`src/rtl/sync_fifo_param_if.sv`:
```
// rtl/sync_fifo_param_if.sv - write/read handshake and status bundle for sync_fifo_param
interface sync_fifo_param_if #(
  parameter int DATA_W = 8,
  parameter int ADDR_W = 4
);
  logic              wr_en;
  logic [DATA_W-1:0] wr_data;
  logic              rd_en;
  logic [DATA_W-1:0] rd_data;
  logic              rd_valid;
  logic              o_fifo_full;
  logic              o_fifo_empty;
  logic              o_almost_full;
  logic              o_almost_empty;
  logic [ADDR_W:0]   o_count;
  logic              o_overflow;
  logic              o_underflow;

  modport master (
    output wr_en, wr_data, rd_en,
    input  rd_data, rd_valid, o_fifo_full, o_fifo_empty, o_almost_full,
           o_almost_empty, o_count, o_overflow, o_underflow
  );

  modport slave (
    input  wr_en, wr_data, rd_en,
    output rd_data, rd_valid, o_fifo_full, o_fifo_empty, o_almost_full,
           o_almost_empty, o_count, o_overflow, o_underflow
  );
endinterface

```
`src/rtl/sync_fifo_param.sv`:
```
// rtl/sync_fifo_param.sv - parameterised synchronous FIFO with sticky over/underflow flags
// Define SYNC_FIFO_FWFT_EN for first-word-fall-through reads; default is registered 1-cycle reads.
module sync_fifo_param #(
  parameter int DATA_W    = 8,
  parameter int ADDR_W    = 4,
  parameter int AFULL_TH  = (1 << ADDR_W) - 2,
  parameter int AEMPTY_TH = 2
) (
  input logic              clk,
  input logic              rst,
  sync_fifo_param_if.slave fifo
);
  localparam int DEPTH = 1 << ADDR_W;
  localparam logic [ADDR_W:0] AFULL_C  = (ADDR_W+1)'(AFULL_TH);
  localparam logic [ADDR_W:0] AEMPTY_C = (ADDR_W+1)'(AEMPTY_TH);

  logic [DATA_W-1:0] mem_q [DEPTH];
  logic [ADDR_W:0]   wr_ptr_q, wr_ptr_d, rd_ptr_q, rd_ptr_d, count;
  logic              ovf_q, ovf_d, unf_q, unf_d;
  logic              full, empty, wr_acc, rd_acc;

  // Pointers carry one extra wrap bit so full and empty differ only in the MSB.
  assign count  = wr_ptr_q - rd_ptr_q;
  assign empty  = (wr_ptr_q == rd_ptr_q);
  assign full   = (wr_ptr_q[ADDR_W] != rd_ptr_q[ADDR_W]) &&
                  (wr_ptr_q[ADDR_W-1:0] == rd_ptr_q[ADDR_W-1:0]);
  assign wr_acc = fifo.wr_en && !full;
  assign rd_acc = fifo.rd_en && !empty;

  always_comb begin
    wr_ptr_d = wr_ptr_q;
    rd_ptr_d = rd_ptr_q;
    if (wr_acc) wr_ptr_d = wr_ptr_q + 1'b1;
    if (rd_acc) rd_ptr_d = rd_ptr_q + 1'b1;
    ovf_d = ovf_q | (fifo.wr_en & full);
    unf_d = unf_q | (fifo.rd_en & empty);
  end

  always_ff @(posedge clk) begin
    if (rst) begin
      wr_ptr_q <= '0;
      rd_ptr_q <= '0;
      ovf_q    <= 1'b0;
      unf_q    <= 1'b0;
    end else begin
      wr_ptr_q <= wr_ptr_d;
      rd_ptr_q <= rd_ptr_d;
      ovf_q    <= ovf_d;
      unf_q    <= unf_d;
    end
  end

  always_ff @(posedge clk) begin
    if (!rst && wr_acc) mem_q[wr_ptr_q[ADDR_W-1:0]] <= fifo.wr_data;
  end

`ifdef SYNC_FIFO_FWFT_EN
  assign fifo.rd_data  = empty ? '0 : mem_q[rd_ptr_q[ADDR_W-1:0]];
  assign fifo.rd_valid = !empty;
`else
  logic [DATA_W-1:0] rd_data_q, rd_data_d;
  logic              rd_valid_q, rd_valid_d;

  always_comb begin
    rd_data_d  = rd_data_q;
    rd_valid_d = rd_acc;
    if (rd_acc) rd_data_d = mem_q[rd_ptr_q[ADDR_W-1:0]];
  end

  always_ff @(posedge clk) begin
    if (rst) begin
      rd_data_q  <= '0;
      rd_valid_q <= 1'b0;
    end else begin
      rd_data_q  <= rd_data_d;
      rd_valid_q <= rd_valid_d;
    end
  end

  assign fifo.rd_data  = rd_data_q;
  assign fifo.rd_valid = rd_valid_q;
`endif

  assign fifo.o_count        = count;
  assign fifo.o_fifo_full    = full;
  assign fifo.o_fifo_empty   = empty;
  assign fifo.o_almost_full  = (count >= AFULL_C);
  assign fifo.o_almost_empty = (count <= AEMPTY_C);
  assign fifo.o_overflow     = ovf_q;
  assign fifo.o_underflow    = unf_q;
endmodule

```
`src/flat_wrapper.sv`:
```
// flat-port wrapper written by rule: the top's interface ports become plain ports
module sync_fifo_param_flat 
#(
  parameter int DATA_W    = 8,
  parameter int ADDR_W    = 4,
  parameter int AFULL_TH  = (1 << ADDR_W) - 2,
  parameter int AEMPTY_TH = 2
)
  (clk, rst, fifo_wr_en, fifo_wr_data, fifo_rd_en, fifo_rd_data, fifo_rd_valid, fifo_o_fifo_full, fifo_o_fifo_empty, fifo_o_almost_full, fifo_o_almost_empty, fifo_o_count, fifo_o_overflow, fifo_o_underflow);
  sync_fifo_param_if #(.DATA_W(DATA_W), .ADDR_W(ADDR_W)) fifo_i ();
  input logic clk;
  input logic rst;
  input wire logic [$bits(fifo_i.wr_en)-1:0] fifo_wr_en;
  input wire logic [$bits(fifo_i.wr_data)-1:0] fifo_wr_data;
  input wire logic [$bits(fifo_i.rd_en)-1:0] fifo_rd_en;
  output wire logic [$bits(fifo_i.rd_data)-1:0] fifo_rd_data;
  output wire logic [$bits(fifo_i.rd_valid)-1:0] fifo_rd_valid;
  output wire logic [$bits(fifo_i.o_fifo_full)-1:0] fifo_o_fifo_full;
  output wire logic [$bits(fifo_i.o_fifo_empty)-1:0] fifo_o_fifo_empty;
  output wire logic [$bits(fifo_i.o_almost_full)-1:0] fifo_o_almost_full;
  output wire logic [$bits(fifo_i.o_almost_empty)-1:0] fifo_o_almost_empty;
  output wire logic [$bits(fifo_i.o_count)-1:0] fifo_o_count;
  output wire logic [$bits(fifo_i.o_overflow)-1:0] fifo_o_overflow;
  output wire logic [$bits(fifo_i.o_underflow)-1:0] fifo_o_underflow;
  assign fifo_i.wr_en = fifo_wr_en;
  assign fifo_i.wr_data = fifo_wr_data;
  assign fifo_i.rd_en = fifo_rd_en;
  assign fifo_rd_data = fifo_i.rd_data;
  assign fifo_rd_valid = fifo_i.rd_valid;
  assign fifo_o_fifo_full = fifo_i.o_fifo_full;
  assign fifo_o_fifo_empty = fifo_i.o_fifo_empty;
  assign fifo_o_almost_full = fifo_i.o_almost_full;
  assign fifo_o_almost_empty = fifo_i.o_almost_empty;
  assign fifo_o_count = fifo_i.o_count;
  assign fifo_o_overflow = fifo_i.o_overflow;
  assign fifo_o_underflow = fifo_i.o_underflow;
  sync_fifo_param #(.DATA_W(DATA_W), .ADDR_W(ADDR_W), .AFULL_TH(AFULL_TH), .AEMPTY_TH(AEMPTY_TH)) u_core (.clk(clk), .rst(rst), .fifo(fifo_i));
endmodule
```
`config.mk`:
```
export PLATFORM = sky130hd
export DESIGN_NAME = sync_fifo_param_flat
export DESIGN_NICKNAME = d
export VERILOG_FILES = /design/src/rtl/sync_fifo_param_if.sv /design/src/rtl/sync_fifo_param.sv /design/src/flat_wrapper.sv
export SDC_FILE = /design/constraint.sdc
export NUM_CORES = 1
export LEC_CHECK = 0
export BUFFER_PORTS_ARGS = -buffer_cell sky130_fd_sc_hd__buf_2
export CORE_ASPECT_RATIO = 0.7
export CORE_MARGIN = 3
export CORE_UTILIZATION = 35
export DETAILED_ROUTE_END_ITERATION = 8
export HOLD_SLACK_MARGIN = 0.02
export PLACE_DENSITY = 0.57
export SYNTH_ARGS = -nofsm -noshare
export SYNTH_HDL_FRONTEND = slang
export SYNTH_SLANG_ARGS = --single-unit
```
`constraint.sdc`:
```
create_clock -name clk -period 4.3 [get_ports clk]
set_input_delay 0.86 -clock clk [delete_from_list [all_inputs] [get_ports clk]]
set_output_delay 0.86 -clock clk [all_outputs]
set_load 0.03 [all_outputs]
```
==> flow_summary_export.csv, run 1 <==
group,metric,value,unit
pwr,powerDensity,521,nW/um2
hold_path,worstHoldPathType,"reg2reg",
synth,mappedNetlistNets,387,
global_route,largest_net_degree_at_the_start_of_global_routing,38,
synth,synth-seq-cells,149,
timing,hold_slack_final,0.480,ns
floorplan,design.die.area,18900,um2
floorplan,core_region_area,16600,um2
place,dpl_worst_slack,1.18,ns
setup_path,reg2reg_depth,6,
timing,maxClockFrequency,292,MHz
floorplan,top_level_ports,32,
global_route,number_of_antenna_violations_at_the_first_check_in_global_routing,0,
routing,detail-route-antenna-nets,0,
clock_tree,clock_tree_from_tritoncts,"done",
timing,setup_tns,0,ns
setup_path,critical_path.cell_chain,"inv_1 -> ha_1 -> o21a_1 -> or3_1 -> a211oi_1 -> buf_2",
synth,synth_sequential_area_ratio,0.706,
global_route,grt_use_total,0.153,
routing,remaining_drc_errors,0,
floorplan,die_x,163,um
global_route,via_count_of_the_first_global_routing_pass,3347,
timing,finalSetupViolations,0,
timing,timing.max_slew.rel_slack,0.306,
final_layout,final_nets,426,
clock_tree,clockRootBuffer,"sky130_fd_sc_hd__clkbuf_16",
global_route,first_pass_grt_wire_length,20600,um
setup_path,crit_path_top_delay_cell,"sky130_fd_sc_hd__dfxtp_1",
clock_tree,clock_sink_count,149,
clock_tree,cts_resized,0,
timing,worstMarginPinSlew,1.01,ns
floorplan,floorplan.initialDensity,0.364,
final_layout,insertedDiodeCount,0,
routing,route.top_layer_used,"met4",
place,place_congestion,0.907,
timing,grt_setup_unrepaired,"false",
routing,drt-total-wl,13300,um
routing,wl_per_cell,20.7,um
routing,m1WireLength,6500,um
routing,drt_pass_1_iters,5,
clock_tree,tritoncts.num_buffers,17,
final_layout,fill_cells,1521,
outcome,run_status,"completed",
setup_path,timing.critical_path.arrival,2.57,ns
place,port_buffers,31,
timing,fin_skew,0.0154,ns
synth,syn_inst,365,
clock_tree,cts_max_level,4,
clock_tree,clkTransAtPathRegs,0.06,ns
timing,final_hold_violation_count,0,
setup_path,type_of_the_worst_setup_path,"reg2out",
synth,synthesis.area,6040,um2
timing,min_period_over_period,0.798,
pwr,cellLeakagePower,2.25,nW
hold_path,worst_hold_path.num_cells,2,
timing,setup_slack,0.870,ns
clock_tree,holdBufCountCts,0,
pwr,fin_total_pwr,3.64,mW
routing,route.met2.wl,5550,um
clock_tree,cts.path.max_buffers,2,
global_route,congestion_overflow_gr,0,
clock_tree,cts_setup_buffers,0,
final_layout,areaGrowthSynthToFinish,15.7,%
floorplan,die_height,116,um
synth,yosys.cell_types.count,40,
routing,met3_length,1130,um
synth,syn-mean-instance-area,16.5,um2
setup_path,critical_path.max_fanout,15,
routing,via_count,3259,
timing,period_needed,3.43,ns
floorplan,row_count,39,
clock_tree,clock_insertion_delay_at_the_later_pin_of_the_skew_report,0.42,ns
final_layout,final_layout_size_suffix_gt1_frac,0.228,
flow_run,maxCapViolations,0,
place,detailed_place_hpwl,9190,um
setup_path,slowest_delay,0.66,ns
synth,ys_warn_count,0,
routing,avgViaCountPerCell,5.08,
pwr,max-vdd-ir-drop,0.238,mV
timing,max_slew_violation_total_from_the_final_report,0,
routing,starting_drt_drc_count,217,
setup_path,critical_path_sink_type,"output pin",
setup_path,worst_setup_path_start_kind,"register",
setup_path,critical_path_required,3.44,ns
[flip-flops by register name, indices dropped and copies added (netlist names)]
| register | flops |
|---|---|
| u_core.fifo.rd_valid | 1 |
| u_core.fifo.o_underflow | 1 |
| u_core.mem_q | 128 |
| u_core.wr_ptr_q | 5 |
| u_core.fifo.o_overflow | 1 |
| u_core.rd_ptr_q | 5 |
| u_core.fifo.rd_data | 8 |
[cells in the mapped netlist (all sizes together)]
cell	number	share of area
edfxtp	128	0.64
mux2i	33	0.055
nor2	33	0.021
dfxtp	21	0.070
a211oi	20	0.025
mux4	16	0.060
o22ai	16	0.017
buf	10	0.012
ha	9	0.019
inv	8	0.0050
mux2	8	0.015
xnor2	8	0.012
clkbuf	7	0.0044
nand2	7	0.0044
a21oi	5	0.0041
nor3	4	0.0033
o21ai	4	0.0033
nand3	3	0.0025
xor2	3	0.0044
a21o	2	0.0025
and2	2	0.0021
nand2b	2	0.0021
nand3b	2	0.0025
or3	2	0.0021
a2111oi	1	0.0015
a21boi	1	0.0019
a41o	1	0.0017
and4	1	0.0015
clkinv	1	0.00062
fa	1	0.0033
nand4	1	0.0010
nor2b	1	0.0010
o2111ai	1	0.0015
o211ai	1	0.0012
o21a	1	0.0012
or3b	1	0.0015
[worst max-delay path: cells and delay by family (launching register included)]
kind | cells | cell delay (ns)
compound gates | 2 | 0.37
fa+ha+maj | 1 | 0.40
flops | 1 | 0.66
simple gates | 1 | 0.34
buf+inv | 2 | 0.39
[metrics by stage]
stage / std cells / util / instance area [um2]
floorplan: 365 / - / 6040
global placement: 610 / 0.387 / 6420
detailed placement: 610 / 0.387 / 6420
CTS: 641 / 0.421 / 6990
global route: 641 / 0.421 / 6990
finish: 641 / 0.421 / 6990
[layer usage]
metal	track usage	vias up
met5	0	-
met3	0.0600	9
met4	0.0332	0
met1	0.227	1630
li1	-	1508
met2	0.212	112
[cell usage in the layout (no fill, tap or decap), drive strengths merged, types with 9 or more instances in the layout]
cell    Yosys  final
a211oi     20     20
buf        10     37
clkbuf      7     17
dfxtp      21     21
edfxtp    128    128
ha          9      9
inv         8     15
mux2i      33     33
mux4       16     16
nor2       33     33
o22ai      16     16
[final timing paths]
check	startpoint	endpoint	slack, ns
setup reg to reg	u_core.rd_ptr_q[2]	u_core.mem_q[15][7]	1.16
hold reg to reg	u_core.fifo.o_overflow	u_core.fifo.o_overflow	0.48
setup / recovery	u_core.rd_ptr_q[2]	fifo_o_almost_empty	0.87
hold / removal	u_core.fifo.o_overflow	u_core.fifo.o_overflow	0.48
[logic make-up (layout without fill, tap and decap cells)]
logic type,after synthesis,after routing,share of synthesized area
muxes,57,57,0.129
AOI/OAI and AO/OA,53,53,0.0603
buffers and inverters,26,77,0.0220
xor gates and xnor gates,11,11,0.0160
DFF,149,149,0.706
adders and majority gates,10,10,0.0220
and+or+nand+nor,59,59,0.0443
[layout make-up]
| type | instances | area (um2) | area share |
|---|---|---|---|
| flip-flops and latches | 149 | 4270 | 0.611 |
| multi-input cells | 190 | 1640 | 0.235 |
| clock buffers | 17 | 425 | 0.0609 |
| well taps | 225 | 282 | 0.0403 |
| repair buffers | 37 | 200 | 0.0286 |
| clock inverters | 14 | 139 | 0.0199 |
| inverters | 9 | 33.8 | 0.00483 |
[power breakdown]
part           leakage, nW  internal [mW]  total [mW]  switching, mW
logic                0.656          0.223       0.603          0.380
registers             1.33           1.60        1.62         0.0187
clock network        0.265          0.807        1.41          0.605
total                 2.25           2.64        3.64           1.00
Power figures use the tool's default switching activity.
==> run 2, diff against run 1 <==
Settings changed: PLACE_DENSITY 0.57 to 0.58.
Clock period 4.3 ns to 2.8 ns, I/O delays scaled along.
==> run 2 against run 1 <==
Clock power up 62%. Final cell count up 4.5%. Sequential power up 54%. Power up 60%. Setup slack worse by 0.86 ns. Hold slack worse by 0.063 ns. Critical path type unchanged. Largest power group unchanged. Highest routed layer unchanged.
==> flow_summary_export.csv, run 2 (same netlist as run 1, synthesis figures left out) <==
group,metric,value,unit
outcome,run_status,"completed",
global_route,via_count_of_the_first_global_routing_pass,3440,
setup_path,type_of_the_worst_setup_path,"reg2out",
floorplan,row_count,39,
timing,setup_tns,0,ns
floorplan,die_x,163,um
floorplan,design.die.area,18900,um2
clock_tree,clock_sink_count,149,
global_route,largest_net_degree_at_the_start_of_global_routing,38,
global_route,first_pass_grt_wire_length,20400,um
routing,avgViaCountPerCell,5.06,
timing,period_needed,2.79,ns
pwr,sw_frac,0.257,
timing,timing.max_slew.rel_slack,0.545,
setup_path,critical_path.max_fanout,3,
timing,final_hold_violation_count,0,
timing,worstMarginPinSlew,0.683,ns
global_route,number_of_antenna_violations_at_the_first_check_in_global_routing,0,
global_route,grt_use_total,0.148,
clock_tree,tritoncts.num_buffers,17,
final_layout,final_layout_size_suffix_gt1_frac,0.324,
floorplan,floorplan.initialDensity,0.364,
routing,via_count,3392,
floorplan,die_height,116,um
routing,starting_drt_drc_count,250,
clock_tree,cts.path.max_buffers,2,
place,place_congestion,0.778,
final_layout,areaGrowthSynthToFinish,22.2,%
pwr,cellLeakagePower,2.48,nW
setup_path,timing.critical_path.arrival,2.23,ns
pwr,power_frac_comb,0.177,
timing,grt_setup_unrepaired,"true",
final_layout,final_core_utilization,0.445,
final_layout,largest_reg_flops,128,
hold_path,timing.hold.worst.start,"fifo_wr_en",
hold_path,worstHoldPathType,"in2reg",
pwr,sequential_power_share,0.429,
setup_path,reg2reg_depth,7,
global_route,congestion_overflow_gr,0,
timing,maxClockFrequency,359,MHz
pwr,p_int,4.32,mW
setup_path,worst_setup_path_start_kind,"register",
timing,hold_slack_final,0.417,ns
timing,fin_skew,0.00887,ns
clock_tree,clock_tree_from_tritoncts,"done",
final_layout,final_nets,454,
clock_tree,holdBufCountCts,0,
setup_path,worst_r2r_start,"u_core.rd_ptr_q[3]",
final_layout,final_design_area_no_fill,7380,um2
timing,min_period_over_period,0.996,
hold_path,whs_endpoint,"u_core.fifo.o_overflow",
pwr,powerDensity,788,nW/um2
routing,detail-route-antenna-nets,0,
clock_tree,clock_insertion_delay_at_the_later_pin_of_the_skew_report,0.41,ns
routing,drt-total-wl,13100,um
setup_path,crit-reg2reg-capture,"u_core.mem_q[13][4]",
place,detailed_place_hpwl,9000,um
routing,wl_per_cell,19.6,um
pwr,pwr-share-clk,0.394,
final_layout,post_layout_nonfiller_instances,670,
pwr,net-switching-power,1.49,mW
final_layout,mostFrequentLayoutCells,"sky130_fd_sc_hd__edfxtp_1 (128), sky130_fd_sc_hd__buf_4 (34), sky130_fd_sc_hd__nor2_1 (33), sky130_fd_sc_hd__mux2i_1 (33), sky130_fd_sc_hd__buf_2 (29)",
clock_tree,cts_max_level,4,
setup_path,r2r_setup_slack,0.26,ns
place,dpl.cell_count,633,
clock_tree,clkTransAtPathRegs,0.06,ns
final_layout,final_common_cell,"sky130_fd_sc_hd__edfxtp_1",
place,place_area,6670,um2
place,port_buffers,31,
final_layout,insertedDiodeCount,0,
timing,max_slew_violation_total_from_the_final_report,0,
routing,drt_pass_1_iters,4,
timing,finalSetupViolations,0,
routing,remaining_drc_errors,0,
hold_path,worst_hold_path.num_cells,3,
flow_run,maxCapViolations,0,
setup_path,critical_path_sink_type,"output pin",
floorplan,core_region_area,16600,um2
setup_path,critical_path_required,2.24,ns
floorplan,top_level_ports,32,
clock_tree,clockRootBuffer,"sky130_fd_sc_hd__clkbuf_16",
pwr,max-vdd-ir-drop,0.376,mV
-- run 2: cell type report --
type / instances / area, um2
clock buffers: 23 / 532
inverters: 9 / 33.8
multi-input cells: 190 / 1750
fillers: 1491 / 9220
clock inverters: 9 / 85.1
well taps: 225 / 282
repair buffers: 65 / 423
flip-flops and latches: 149 / 4270
-- run 2: worst max-delay path by stage --
| stage | startpoint | end | slack (ns) | depth (start not counted) |
|---|---|---|---|---|
| 2_1_floorplan | u_core.rd_ptr_q[1] | u_core.mem_q[15][0] | -0.04 | 10 |
| 3_3_place_gp | u_core.wr_ptr_q[3] | u_core.mem_q[13][3] | 0.05 | 6 |
| 3_5_place_dp | u_core.wr_ptr_q[3] | u_core.mem_q[13][6] | 0.004 | 6 |
| 4_1_cts | u_core.wr_ptr_q[0] | fifo_o_almost_full | -0.07 | 9 |
| 5_1_grt | u_core.wr_ptr_q[0] | fifo_o_almost_full | -0.06 | 9 |
| 6_report | u_core.wr_ptr_q[0] | fifo_o_almost_empty | 0.01 | 9 |
-- run 2: power by group through the flow --
stage	clock network [mW]	registers (mW)	logic, mW
6_report	2.29	2.50	1.03
5_1_grt	2.43	2.50	1.10
4_1_cts	2.33	2.50	1.02
3_5_place_dp	0	2.54	0.983
3_3_place_gp	0	2.54	0.972
2_1_floorplan	0	2.60	0.685
-- run 2: repair_timing --
action / in CTS / in global routing
buffers inserted: 3 / 2
pin swaps: 6 / 4
gates resized for setup: 12 / 5
setup endpoints to repair: 12 / 6
-- run 2: routing by layer --
metal  wire, um  GRT usage  vias to the layer above
met5          0          0                        -
met4        176     0.0445                        0
met3        832     0.0364                       16
met2       5820      0.220                       88
met1       6310      0.215                     1726
li1           -          -                     1562
-- run 2: stage by stage --
stage / power, mW / setup slack [ns]
global placement: 3.51 / 0.0479
global route: 6.04 / -0.0638
CTS: 5.85 / -0.0703
detailed placement: 3.52 / 0.00430
finish: 5.81 / 0.0109
floorplan: 3.28 / -0.0421
-- run 2: critical path: stages, from the launching register on --
cell,delay (ns)
sky130_fd_sc_hd__dfxtp_2,0.32
sky130_fd_sc_hd__inv_2,0.08
sky130_fd_sc_hd__ha_4,0.14
sky130_fd_sc_hd__inv_2,0.03
sky130_fd_sc_hd__fa_2,0.35
sky130_fd_sc_hd__a21o_1,0.20
sky130_fd_sc_hd__a21oi_4,0.22
sky130_fd_sc_hd__xnor2_4,0.10
sky130_fd_sc_hd__a211oi_4,0.21
sky130_fd_sc_hd__buf_6,0.16
==> run 3, diff against run 2 <==
Settings changed: CORE_UTILIZATION 35 to 54, PLACE_DENSITY 0.58 to 0.81.
==> run 3 against run 2 <==
Utilization is 24 points higher. Clock power increased by 3%. Via count up 2.9%. Final cell count shrank 11%. Register-to-register slack lost 0.05 ns. Sequential power is essentially flat. Critical path type unchanged.
==> flow_summary_export.csv, run 3 (same netlist as run 1, synthesis figures left out) <==
group,metric,value,unit
global_route,globalRoute.busiestLayer,"met2",
setup_path,critical_path_required,2.24,ns
place,detailed_place_hpwl,8090,um
final_layout,mostFrequentLayoutCells,"sky130_fd_sc_hd__edfxtp_1 (128), sky130_fd_sc_hd__buf_4 (34), sky130_fd_sc_hd__nor2_1 (33), sky130_fd_sc_hd__mux2i_1 (33), sky130_fd_sc_hd__buf_2 (29)",
global_route,global_route.usage.met3,0.0729,
setup_path,cp.buffers_inverters,1,
pwr,net-switching-power,1.53,mW
floorplan,row_count,31,
timing,finalSetupViolations,0,
timing,fin_skew,0.00683,ns
routing,drt-total-wl,13200,um
global_route,largest_net_degree_at_the_start_of_global_routing,38,
clock_tree,tritoncts.num_buffers,17,
timing,maxClockFrequency,358,MHz
clock_tree,clock_sink_count,149,
global_route,congestion_overflow_gr,0,
timing,final_hold_violation_count,0,
place,place_area,6560,um2
pwr,cellLeakagePower,2.50,nW
pwr,fin_total_pwr,5.92,mW
routing,drt_pass_1_iters,5,
pwr,pwr-share-clk,0.398,
place,port_buffers,31,
timing,timing.max_slew.rel_slack,0.377,
setup_path,crit_path_top_delay_cell,"sky130_fd_sc_hd__dfxtp_2",
timing,grt_setup_unrepaired,"true",
final_layout,final_design_area_no_fill,7310,um2
timing,setup_slack,0.00968,ns
routing,remaining_drc_errors,0,
floorplan,core_region_area,10600,um2
setup_path,slowest_delay,0.45,ns
final_layout,largest_reg_flops,128,
setup_path,path_depth,6,
global_route,first_pass_grt_wire_length,20500,um
final_layout,final_layout_size_suffix_gt1_frac,0.327,
setup_path,type_of_the_worst_setup_path,"reg2out",
pwr,sequential_power_share,0.422,
timing,min_period_over_period,0.997,
timing,worstMarginPinSlew,0.911,ns
global_route,grt_use_total,0.227,
setup_path,critical_path.max_fanout,7,
pwr,max-vdd-ir-drop,0.585,mV
floorplan,die_x,132,um
clock_tree,clockRootBuffer,"sky130_fd_sc_hd__clkbuf_16",
clock_tree,cts.path.max_buffers,2,
setup_path,critical_path_sink_type,"output pin",
routing,detail-route-antenna-nets,0,
timing,period_needed,2.79,ns
hold_path,worst_hold_path.num_cells,3,
clock_tree,cts_max_level,4,
pwr,power_frac_comb,0.180,
final_layout,final_nets,455,
final_layout,areaGrowthSynthToFinish,21.0,%
setup_path,timing.critical_path.arrival,2.23,ns
outcome,run_status,"completed",
flow_run,maxCapViolations,0,
global_route,number_of_antenna_violations_at_the_first_check_in_global_routing,0,
timing,max_slew_violation_total_from_the_final_report,0,
place,place_congestion,0.914,
final_layout,insertedDiodeCount,0,
pwr,p_int,4.39,mW
setup_path,worst_setup_path_start_kind,"register",
place,dpl_worst_slack,0.114,ns
timing,hold_slack_final,0.425,ns
global_route,gr-usage-met1,0.319,
floorplan,top_level_ports,32,
clock_tree,clock_tree_from_tritoncts,"done",
hold_path,worstHoldPathType,"in2reg",
pwr,powerDensity,810,nW/um2
global_route,via_count_of_the_first_global_routing_pass,3523,
setup_path,critical-path-top-delay-family,"simple AND/OR/NAND/NOR gates",
clock_tree,clock_insertion_delay_at_the_later_pin_of_the_skew_report,0.42,ns
routing,wl_per_cell,22.1,um
final_layout,final_common_cell,"sky130_fd_sc_hd__edfxtp_1",
clock_tree,clkTransAtPathRegs,0.06,ns
pwr,sw_frac,0.259,
routing,avgViaCountPerCell,5.88,
floorplan,floorplan.initialDensity,0.568,
routing,via_count,3492,
global_route,gr-usage-met2,0.341,
floorplan,design.die.area,12500,um2
routing,starting_drt_drc_count,347,
setup_path,critical_path.cell_chain,"ha_4 -> nor2b_1 -> o21a_1 -> or3_4 -> a211oi_4 -> buf_6",
setup_path,reg2reg_depth,7,
floorplan,die_height,94.5,um
[run 3: worst min-delay path: stages]
cell	delay, ns
sky130_fd_sc_hd__buf_2	0.10
sky130_fd_sc_hd__a21oi_1	0.06
sky130_fd_sc_hd__nor2_1	0.09
[run 3: worst paths after layout]
check	start	to	slack [ns]
worst max-delay path	u_core.wr_ptr_q[1]	fifo_o_almost_empty	0.01
worst min-delay path	fifo_wr_en	u_core.fifo.o_overflow	0.43
worst max register to register	u_core.rd_ptr_q[3]	u_core.wr_ptr_q[4]	0.21
worst min register to register	u_core.fifo.o_underflow	u_core.fifo.o_underflow	0.47
[run 3: cell type report]
cell class                 instances  area, um2
sequential                       149       4270
fill                             686       3320
multi-input combinational        190       1750
clock buffer                      23        553
timing repair buffer              66        434
tap                              148        185
clock inverter                     9       80.1
inverter                           9       33.8
[run 3: power groups by stage]
stage	Combinational (mW)	Sequential [mW]	Clock, mW
2_1_floorplan	0.685	2.60	0
3_3_place_gp	0.946	2.53	0
3_5_place_dp	0.964	2.54	0
4_1_cts	1.03	2.49	2.38
5_1_grt	1.15	2.50	2.48
6_report	1.07	2.50	2.36
[run 3: what timing repair did]
item / 4_1_cts / 5_1_grt
endpoints found under the setup margin: 4 / 134
pin swaps: 6 / 7
setup buffers: 5 / 3
hold buffers: 0 / 0
hold endpoints to repair: 0 / 0
gates resized for setup: 13 / 5
[run 3: routing by layer]
layer | share of wire | wire length (um)
met1 | 0.44 | 5740
met2 | 0.46 | 6030
met3 | 0.087 | 1150
met4 | 0.017 | 230
met5 | 0 | 0
[run 3: through the flow]
step | utilization | std cells | TNS, ns
2_1_floorplan | - | 365 | -3.55
3_3_place_gp | 0.617 | 554 | 0
3_5_place_dp | 0.617 | 554 | 0
4_1_cts | 0.684 | 591 | -0.0410
5_1_grt | 0.688 | 594 | -0.140
6_report | 0.688 | 594 | 0
